===== src/rtl/mem_access_ctrl.sv =====
// ---------------------------------------------------------------------------
// mem_access_ctrl
//
// Memory-stage access controller placed in front of a 64-word data memory.
// Accepts a single load or store from the EXE/MEM pipeline register and
// converts the byte address into a word index. It also checks that the
// address is aligned and inside the mapped window. An accepted request is
// run as a multi-cycle transaction, and the pipeline is frozen while it runs.
//
// Parameters
//   BASE_ADDR    byte address mapped to memory word 0
//   WAIT_CYCLES  cycles the memory is driven per access (1..15)
//
// Ports
//   clk         rising-edge clock
//   rst         asynchronous, active-high reset
//   mem_r_en    load request from the pipeline
//   mem_w_en    store request from the pipeline
//   alu_result  byte address (unsigned)
//   st_val      store data
//   mem_result  read data returned by the memory
//   mem_read    memory read enable
//   mem_write   memory write enable (one cycle per store)
//   address     memory word index
//   data        memory write data
//   freeze      pipeline stall
//   rd_data     registered load result
//   ready       one-cycle completion pulse
//   addr_error  one-cycle pulse after a rejected request
// ---------------------------------------------------------------------------
module mem_access_ctrl #(
    parameter int unsigned BASE_ADDR   = 1024,
    parameter int unsigned WAIT_CYCLES = 2
) (
    input  logic        clk,
    input  logic        rst,
    input  logic        mem_r_en,
    input  logic        mem_w_en,
    input  logic [31:0] alu_result,
    input  logic [31:0] st_val,
    input  logic [31:0] mem_result,
    output logic        mem_read,
    output logic        mem_write,
    output logic [5:0]  address,
    output logic [31:0] data,
    output logic        freeze,
    output logic [31:0] rd_data,
    output logic        ready,
    output logic        addr_error
);

    typedef enum logic [1:0] {
        IDLE,
        ACCESS,
        DONE
    } state_t;

    localparam logic [31:0] ADDR_LO  = BASE_ADDR;
    localparam logic [31:0] ADDR_HI  = BASE_ADDR + 32'd252;
    localparam logic [3:0]  CNT_LOAD = 4'(WAIT_CYCLES);

    state_t      state_q, state_d;
    logic [3:0]  cnt_q, cnt_d;
    logic        is_store_q;

    logic        one_op;
    logic        any_op;
    logic        addr_ok;
    logic        accept;
    logic        reject;
    logic [5:0]  word_idx;
    logic        last_cycle;

    // ----------------------------------------------------------------------
    // Request decode. Only used in IDLE: DONE still shows the request that
    // was just served, so it must not be decoded again there.
    // ----------------------------------------------------------------------
    assign one_op   = mem_r_en ^ mem_w_en;
    assign any_op   = mem_r_en | mem_w_en;
    assign addr_ok  = (alu_result >= ADDR_LO) && (alu_result <= ADDR_HI) &&
                      (alu_result[1:0] == 2'b00);
    assign accept   = (state_q == IDLE) && one_op && addr_ok;
    assign reject   = (state_q == IDLE) && any_op && !(one_op && addr_ok);
    assign word_idx = 6'((alu_result - ADDR_LO) >> 2);

    // Final ACCESS cycle: a store writes in this cycle, and a load captures
    // its data at the closing edge.
    assign last_cycle = (state_q == ACCESS) && (cnt_q == 4'd1);

    // ----------------------------------------------------------------------
    // Next-state and output decode
    // ----------------------------------------------------------------------
    // NOTE: every signal gets a default before the case statement, so that no
    //       path leaves it unassigned and no latch is inferred.
    always_comb begin
        state_d   = state_q;
        cnt_d     = cnt_q;
        mem_read  = 1'b0;
        mem_write = 1'b0;
        freeze    = 1'b0;
        ready     = 1'b0;

        case (state_q)
            IDLE: begin
                if (accept) begin
                    state_d = ACCESS;
                    cnt_d   = CNT_LOAD;
                    freeze  = 1'b1;
                end
            end
            ACCESS: begin
                freeze    = 1'b1;
                mem_read  = !is_store_q;
                mem_write = is_store_q && (cnt_q == 4'd1);
                cnt_d     = cnt_q - 4'd1;
                if (cnt_q == 4'd1) begin
                    state_d = DONE;
                end
            end
            DONE: begin
                ready   = 1'b1;
                state_d = IDLE;
            end
            default: begin
                state_d = IDLE;
            end
        endcase

        // In IDLE, freeze follows the request inputs combinationally. It is
        // masked here so that freeze stays low while reset is held.
        if (rst) begin
            freeze = 1'b0;
        end
    end

    // ----------------------------------------------------------------------
    // Control state
    // ----------------------------------------------------------------------
    // NOTE: sequential state uses non-blocking assignments so that every
    //       register samples pre-edge values, whatever the block order.
    always_ff @(posedge clk or posedge rst) begin
        if (rst) begin
            state_q    <= IDLE;
            cnt_q      <= 4'd0;
            addr_error <= 1'b0;
        end else begin
            state_q    <= state_d;
            cnt_q      <= cnt_d;
            addr_error <= reject;
        end
    end

    // ----------------------------------------------------------------------
    // Datapath registers: the latched request and the load result
    // ----------------------------------------------------------------------
    always_ff @(posedge clk or posedge rst) begin
        if (rst) begin
            address    <= 6'd0;
            data       <= 32'd0;
            is_store_q <= 1'b0;
            rd_data    <= 32'd0;
        end else begin
            if (accept) begin
                address    <= word_idx;
                data       <= st_val;
                is_store_q <= mem_w_en;
            end
            if (last_cycle && !is_store_q) begin
                rd_data <= mem_result;
            end
        end
    end

endmodule


===== config.mk =====
export PLATFORM = sky130hd
export DESIGN_NAME = mem_access_ctrl
export DESIGN_NICKNAME = d
export VERILOG_FILES = /design/src/rtl/mem_access_ctrl.sv
export SDC_FILE = /design/constraint.sdc
export NUM_CORES = 1
export LEC_CHECK = 0
export BUFFER_PORTS_ARGS = -buffer_cell sky130_fd_sc_hd__buf_2
export CAP_MARGIN = 20
export CELL_PAD_IN_SITES_DETAIL_PLACEMENT = 1
export CELL_PAD_IN_SITES_GLOBAL_PLACEMENT = 1
export CORE_MARGIN = 5
export CORE_UTILIZATION = 34
export DETAILED_ROUTE_END_ITERATION = 8
export PLACE_DENSITY_LB_ADDON = 0.1
export SETUP_SLACK_MARGIN = 0.4
export SKIP_CTS_REPAIR_TIMING = 1
export SYNTH_ARGS = -nofsm -noshare
export SYNTH_HDL_FRONTEND = slang
export SYNTH_SLANG_ARGS = --single-unit

===== constraint.sdc =====
create_clock -name clk -period 2.8 [get_ports clk]
set_input_delay 0.42 -clock clk [delete_from_list [all_inputs] [get_ports clk]]
set_output_delay 0.42 -clock clk [all_outputs]
set_load 0.005 [all_outputs]

==> results of run 1 <==
==> critical path, cell delays in order <==
cell     delay (ns)
buf_2          0.09
inv_1          0.04
ha_1           0.25
nor4b_1        0.22
nand3_1        0.19
nor2_1         0.13
buf_4          0.16
o21a_1         0.11
buf_2          0.10
==> final timing paths <==
path,from,end,slack (ns),cells past startpoint
worst max-delay path,mem_w_en,freeze,0.67,9
worst min-delay path,rst,data[21],0.21,2
worst max register to register,cnt_q[1],rd_data[14],0.89,6
worst min register to register,data[14],data[14],0.48,1
max in group asynchronous,rst,rd_data[25],1.93,3
min in group clk,st_val[21],data[21],0.29,2
==> flip-flops by register name (all words and copies together) (netlist names) <==
signal and cells:
data 32, addr_error 1, is_store_q 1, rd_data 32, address 6, state_q 2, cnt_q 4
==> cell usage after synthesis <==
library cell,count,share of area
o31ai_1,1,0.0024
o311a_1,1,0.0032
o21a_1,2,0.0047
nand3_1,1,0.0016
dfrtp_1,78,0.62
nand3b_1,1,0.0024
buf_6,5,0.018
nor4_4,1,0.0067
ha_1,3,0.012
a22oi_1,2,0.0047
mux2_1,15,0.053
nand2b_1,3,0.0059
nor3_1,2,0.0032
clkbuf_1,2,0.0024
a31oi_1,1,0.0020
nor4b_2,1,0.0047
nor4_1,5,0.0099
nand4_1,1,0.0020
o21ai_0,2,0.0032
buf_4,3,0.0071
nor2_1,7,0.0083
and2_1,1,0.0020
nor2b_1,2,0.0040
nor4b_1,2,0.0055
mux2_2,58,0.21
nand2_1,1,0.0012
inv_1,5,0.0059
a21oi_1,1,0.0016
==> report_power, final <==
group	internal, W	switching (W)	total (W)
clock	0.000469	0.000419	0.000888
sequential	0.00113	0.000000132	0.00113
combinational	0.0000548	0.0000441	0.0000990
==> layout by cell type (no fill, tap or decap), types with 2 or more instances in the layout <==
master	Yosys	final
buf_4	3	5
nor3_1	2	2
inv_1	5	4
o21a_1	2	2
nor4_1	5	5
buf_2	0	174
nor4b_1	2	2
clkinvlp_4	0	2
dfrtp_1	78	78
clkbuf_8	0	11
mux2_1	15	15
o21ai_0	2	2
nor2_1	7	7
buf_12	0	2
inv_6	0	2
a22oi_1	2	2
ha_1	3	3
nand2b_1	3	3
mux2_2	58	58
==> layout make-up <==
type,instances,area (sq um)
multi-input cells,114,1110
repair buffers,181,948
clock buffers,11,151
fillers,1016,4760
well taps,111,139
clock inverters,5,63.8
inverters,5,22.5
flip-flops and latches,78,1950
==> kinds of logic after synthesis <==
family | Yosys count
compound gates | 10
flops | 78
buf+inv | 15
mux | 73
simple gates | 28
fa+ha+maj | 3
==> per-stage QoR <==
stage	power [W]	setup WS (ns)
CTS	0.00216	0.632
global placement	0.00125	0.567
global route	0.00222	0.464
finish	0.00211	0.670
detailed placement	0.00125	0.497
floorplan	0.00117	0.774
==> per-layer routing <==
| metal | vias up | track usage |
|---|---|---|
| li1 | 1106 | - |
| met1 | 1152 | 0.177 |
| met2 | 117 | 0.231 |
| met3 | 8 | 0.0553 |
| met4 | 2 | 0.0521 |
| met5 | - | 0 |
==> impl_metrics.env, run 1 <==
export IMPL_status="completed"
export IMPL_clk_pin_slew_ns=0.09
export IMPL_synth_simple_gate_area_frac=0.0573
export IMPL_grt_usage=0.144
export IMPL_synth_top_family_by_area="multiplexers"
export IMPL_htreeDepth=3
export IMPL_clkLatencyLatePin_ns=0.34
export IMPL_min_path_type="input port to async pin"
export IMPL_wl_um=8070
export IMPL_worstPathMaxFanout=7
export IMPL_ir_drop_v=0.000193
export IMPL_cts_sinks=78
export IMPL_synth_seq_area_share=0.616
export IMPL_stdcell_area_sq_um=4390
export IMPL_crit_required_ns=2.38
export IMPL_ys_warn_count=0
export IMPL_ys_seq_elements=78
export IMPL_gp_congestion=0.748
export IMPL_fin_skew_ns=0.0109
export IMPL_endpoint_kind="output pin"
export IMPL_fp_dieW_um=107
export IMPL_met1Wirelength_um=3360
export IMPL_fin_util=0.480
export IMPL_finalSetupViolations=0
export IMPL_vias=2385
export IMPL_path_class="input port to output pin"
export IMPL_remaining_drc_errors=0
export IMPL_top_layer="met5"
export IMPL_worst_pin_slew_ns=0.738
export IMPL_fin_crit_ns=2.13
export IMPL_port_buffers=174
export IMPL_num_antenna_cells=0
export IMPL_clock_root_buffer="clkbuf_8"
export IMPL_die_h_um=107
export IMPL_tns_ns=0
export IMPL_fmax_mhz=470
export IMPL_maxSlewViolCount=0
export IMPL_holdWs_ns=0.208
export IMPL_grt_pass1_wl_um=12900
export IMPL_drt_iter0_markers=39
export IMPL_dieArea_sq_um=11300
export IMPL_synth_compound_area_frac=0.0217
export IMPL_cts_buffers=9
export IMPL_ant_nets=0
export IMPL_cts_tree="built"
export IMPL_power_density_nw_per_um2=481
export IMPL_core_sq_um=9150
export IMPL_wl_met2_um=3740
export IMPL_rows=35
export IMPL_rsz0062_at_grt="no"
export IMPL_drive_gt1_frac=0.657
export IMPL_post_route_period_util=0.761
export IMPL_dr_pass1_iters=2
export IMPL_synthCells=207
export IMPL_synthAdderAreaFrac=0.0119
export IMPL_fin_cells=505
export IMPL_dpl_cell_area_sq_um=4170
export IMPL_wl_per_cell_um=16.0
export IMPL_start_util=0.346
export IMPL_antenna_found_initial=1
export IMPL_cp_data_arrival_time_ns=1.71
export IMPL_start_kind="input port"
export IMPL_netlist_area_sq_um=3170
export IMPL_gr_total_overflow=0
export IMPL_synth_cell_types=28
export IMPL_syn_area_per_cell_sq_um=15.3
export IMPL_power_leakage_nw=2.54
export IMPL_dp_hpwl_um=6400
export IMPL_synth_area_mux_share=0.260
export IMPL_nets=492
export IMPL_maxSlewHeadroom=0.507
export IMPL_grt_pass1_vias=2630
export IMPL_dp_cells=489
export IMPL_ios=175
export IMPL_grt_max_degree=47
export IMPL_syn_to_final_growth_pct=38.6
export IMPL_routed_wl_met3_um=880
export IMPL_synth_nets=310
export IMPL_clockBufferDepth=2
export IMPL_hold_viol_final=0
export IMPL_maxCapViolCount=0
export IMPL_synth_xor_area_share=0
export IMPL_via_per_inst=4.72
No activity file was read; power rests on OpenSTA's default activity.
==> run 2, diff against run 1 <==
--- a/config.mk
+++ b/config.mk
@@ -10,7 +10,7 @@
 export CELL_PAD_IN_SITES_DETAIL_PLACEMENT = 1
 export CELL_PAD_IN_SITES_GLOBAL_PLACEMENT = 1
 export CORE_MARGIN = 5
-export CORE_UTILIZATION = 34
+export CORE_UTILIZATION = 31
 export DETAILED_ROUTE_END_ITERATION = 8
 export PLACE_DENSITY_LB_ADDON = 0.1
 export SETUP_SLACK_MARGIN = 0.4
==> constraint.sdc (replaced) <==
create_clock -name clk -period 1.9 [get_ports clk]
set_input_delay 0.285 -clock clk [delete_from_list [all_inputs] [get_ports clk]]
set_output_delay 0.285 -clock clk [all_outputs]
set_load 0.005 [all_outputs]
==> run 2 against run 1 <==
  * Sequential power up 47%
  * Global-route usage about the same
  * Via count up 6.2%
  * Clock-buffer cell count unchanged
  * Sequential cell count unchanged
  * Sequential share of layout area down 6.6 points
  * Register-to-register slack worse by 0.81 ns
  * Combinational power up 69%
  * Clock power up 46%
  * Hold slack worse by 0.13 ns
  * Worst setup slack worse by 0.59 ns
  * Design area up 18%
==> impl_metrics.env, run 2 (synthesis results as in run 1) <==
export IMPL_status="completed"
export IMPL_most_common_layout_cells="171 x buf_2, 77 x dfrtp_1, 72 x mux2_4"
export IMPL_post_route_period_util=0.957
export IMPL_fin_cells=553
export IMPL_wl_per_cell_um=17.9
export IMPL_ant_nets=0
export IMPL_grt_busiest_layer="met2"
export IMPL_cts_sinks=78
export IMPL_drive_gt1_frac=0.752
export IMPL_ios=175
export IMPL_wl_um=9890
export IMPL_clkLatencyLatePin_ns=0.35
export IMPL_syn_to_final_growth_pct=63.1
export IMPL_n_fill_cell=1056
export IMPL_rsz0062_at_grt="yes"
export IMPL_min_path_type="input port to async pin"
export IMPL_hold_viol_final=0
export IMPL_seq_area_sq_um=1950
export IMPL_die_h_um=111
export IMPL_maxCapViolCount=0
export IMPL_rows=36
export IMPL_dp_cells=515
export IMPL_grt_use_met1=0.180
export IMPL_maxSlewViolCount=0
export IMPL_grt_util_met3=0.0431
export IMPL_path_class="flip-flop to flip-flop"
export IMPL_preCtsSetupSlack_ns=-0.155
export IMPL_endpoint="rd_data[11]"
export IMPL_worst_pin_slew_ns=0.563
export IMPL_timing_final_ws_setup_ns=0.0816
export IMPL_finalSetupViolations=0
export IMPL_via_per_inst=4.58
export IMPL_cts_tree="built"
export IMPL_dr_pass1_iters=3
export IMPL_maxSlewHeadroom=0.625
export IMPL_core_sq_um=9860
export IMPL_stdcell_area_sq_um=5160
export IMPL_regToRegEndpoint="rd_data[11]"
export IMPL_vias=2533
export IMPL_fin_crit_ns=1.82
export IMPL_grt_pass1_vias=2655
export IMPL_htreeDepth=3
export IMPL_endpoint_kind="flip-flop"
export IMPL_r2r_cells=7
export IMPL_cp_data_arrival_time_ns=2.04
export IMPL_start_kind="flip-flop"
export IMPL_r2r_start="cnt_q[1]"
export IMPL_dp_hpwl_um=6690
export IMPL_fmax_mhz=550
export IMPL_antenna_found_initial=0
export IMPL_multiInputGateArea_sq_um=1490
export IMPL_grtUsageMet2=0.238
export IMPL_worstPathMaxFanout=6
export IMPL_drt_iter0_markers=72
export IMPL_crit_required_ns=2.12
export IMPL_top_regs="data: 32 flops, rd_data: 32 flops, address: 6 flops"
export IMPL_holdWs_ns=0.0814
export IMPL_final_common_cell="buf_2"
export IMPL_clock_root_buffer="clkbuf_8"
export IMPL_grt_usage=0.144
export IMPL_port_buffers=174
export IMPL_rrSetupSlack_ns=0.08
export IMPL_nets=518
export IMPL_fin_skew_ns=0.0135
export IMPL_power_leakage_nw=2.77
export IMPL_fp_dieW_um=111
export IMPL_power_density_nw_per_um2=605
export IMPL_num_antenna_cells=0
export IMPL_ir_drop_v=0.000292
export IMPL_gp_congestion=0.729
export IMPL_start_util=0.321
export IMPL_grt_max_degree=44
export IMPL_remaining_drc_errors=0
export IMPL_clockBufferDepth=2
export IMPL_gr_total_overflow=0
export IMPL_clk_pin_slew_ns=0.08
export IMPL_dieArea_sq_um=12300
export IMPL_grt_pass1_wl_um=14300
export IMPL_dpl_cell_area_sq_um=4410
export IMPL_critPathLaunch="cnt_q[1]"
export IMPL_cts_buffers=9
[run 2: worst min path at each step]
stage                 endpoint  slack (ns)        from  cells past startpoint
global placement    addr_error        0.46         rst                      3
finish              addr_error        0.08         rst                      3
floorplan             data[12]        0.42  st_val[12]                      1
detailed placement  addr_error        0.46         rst                      3
CTS                 addr_error        0.08         rst                      3
global route        addr_error        0.11         rst                      3
[run 2: per-stage QoR]
step | total power, W | utilization | TNS (ns)
2_1_floorplan | 0.00173 | - | 0
3_3_place_gp | 0.00185 | 0.447 | -4.20
3_5_place_dp | 0.00185 | 0.447 | -5.38
4_1_cts | 0.00316 | 0.468 | 0
5_1_grt | 0.00327 | 0.523 | 0
6_report | 0.00312 | 0.523 | 0
[run 2: final cells by class]
| type | count | area share |
|---|---|---|
| sequential | 78 | 0.378 |
| multi-input combinational | 114 | 0.288 |
| timing repair buffer | 207 | 0.254 |
| tap | 133 | 0.0322 |
| clock buffer | 11 | 0.0293 |
| clock inverter | 5 | 0.0111 |
| inverter | 5 | 0.00678 |
[run 2: power breakdown]
part / internal (W) / leakage (nW) / switching (W)
combinational: 0.0000897 / 1.60 / 0.0000770
clock: 0.000677 / 0.0976 / 0.000621
sequential: 0.00166 / 1.07 / 0.000000290
total: 0.00243 / 2.77 / 0.000698
[run 2: critical path, stage by stage, from the launching register on]
cell and delay (ns):
dfrtp_1 0.41, inv_2 0.09, ha_4 0.13, nor4b_4 0.25
nor2b_4 0.23, buf_12 0.14, clkbuf_16 0.16, mux2_4 0.30
[run 2: layer usage]
layer  up-vias  wire, um
met1      1277      4280
met2        93      4970
li1       1151         -
met3        12       511
met5         -         0
met4         0       132
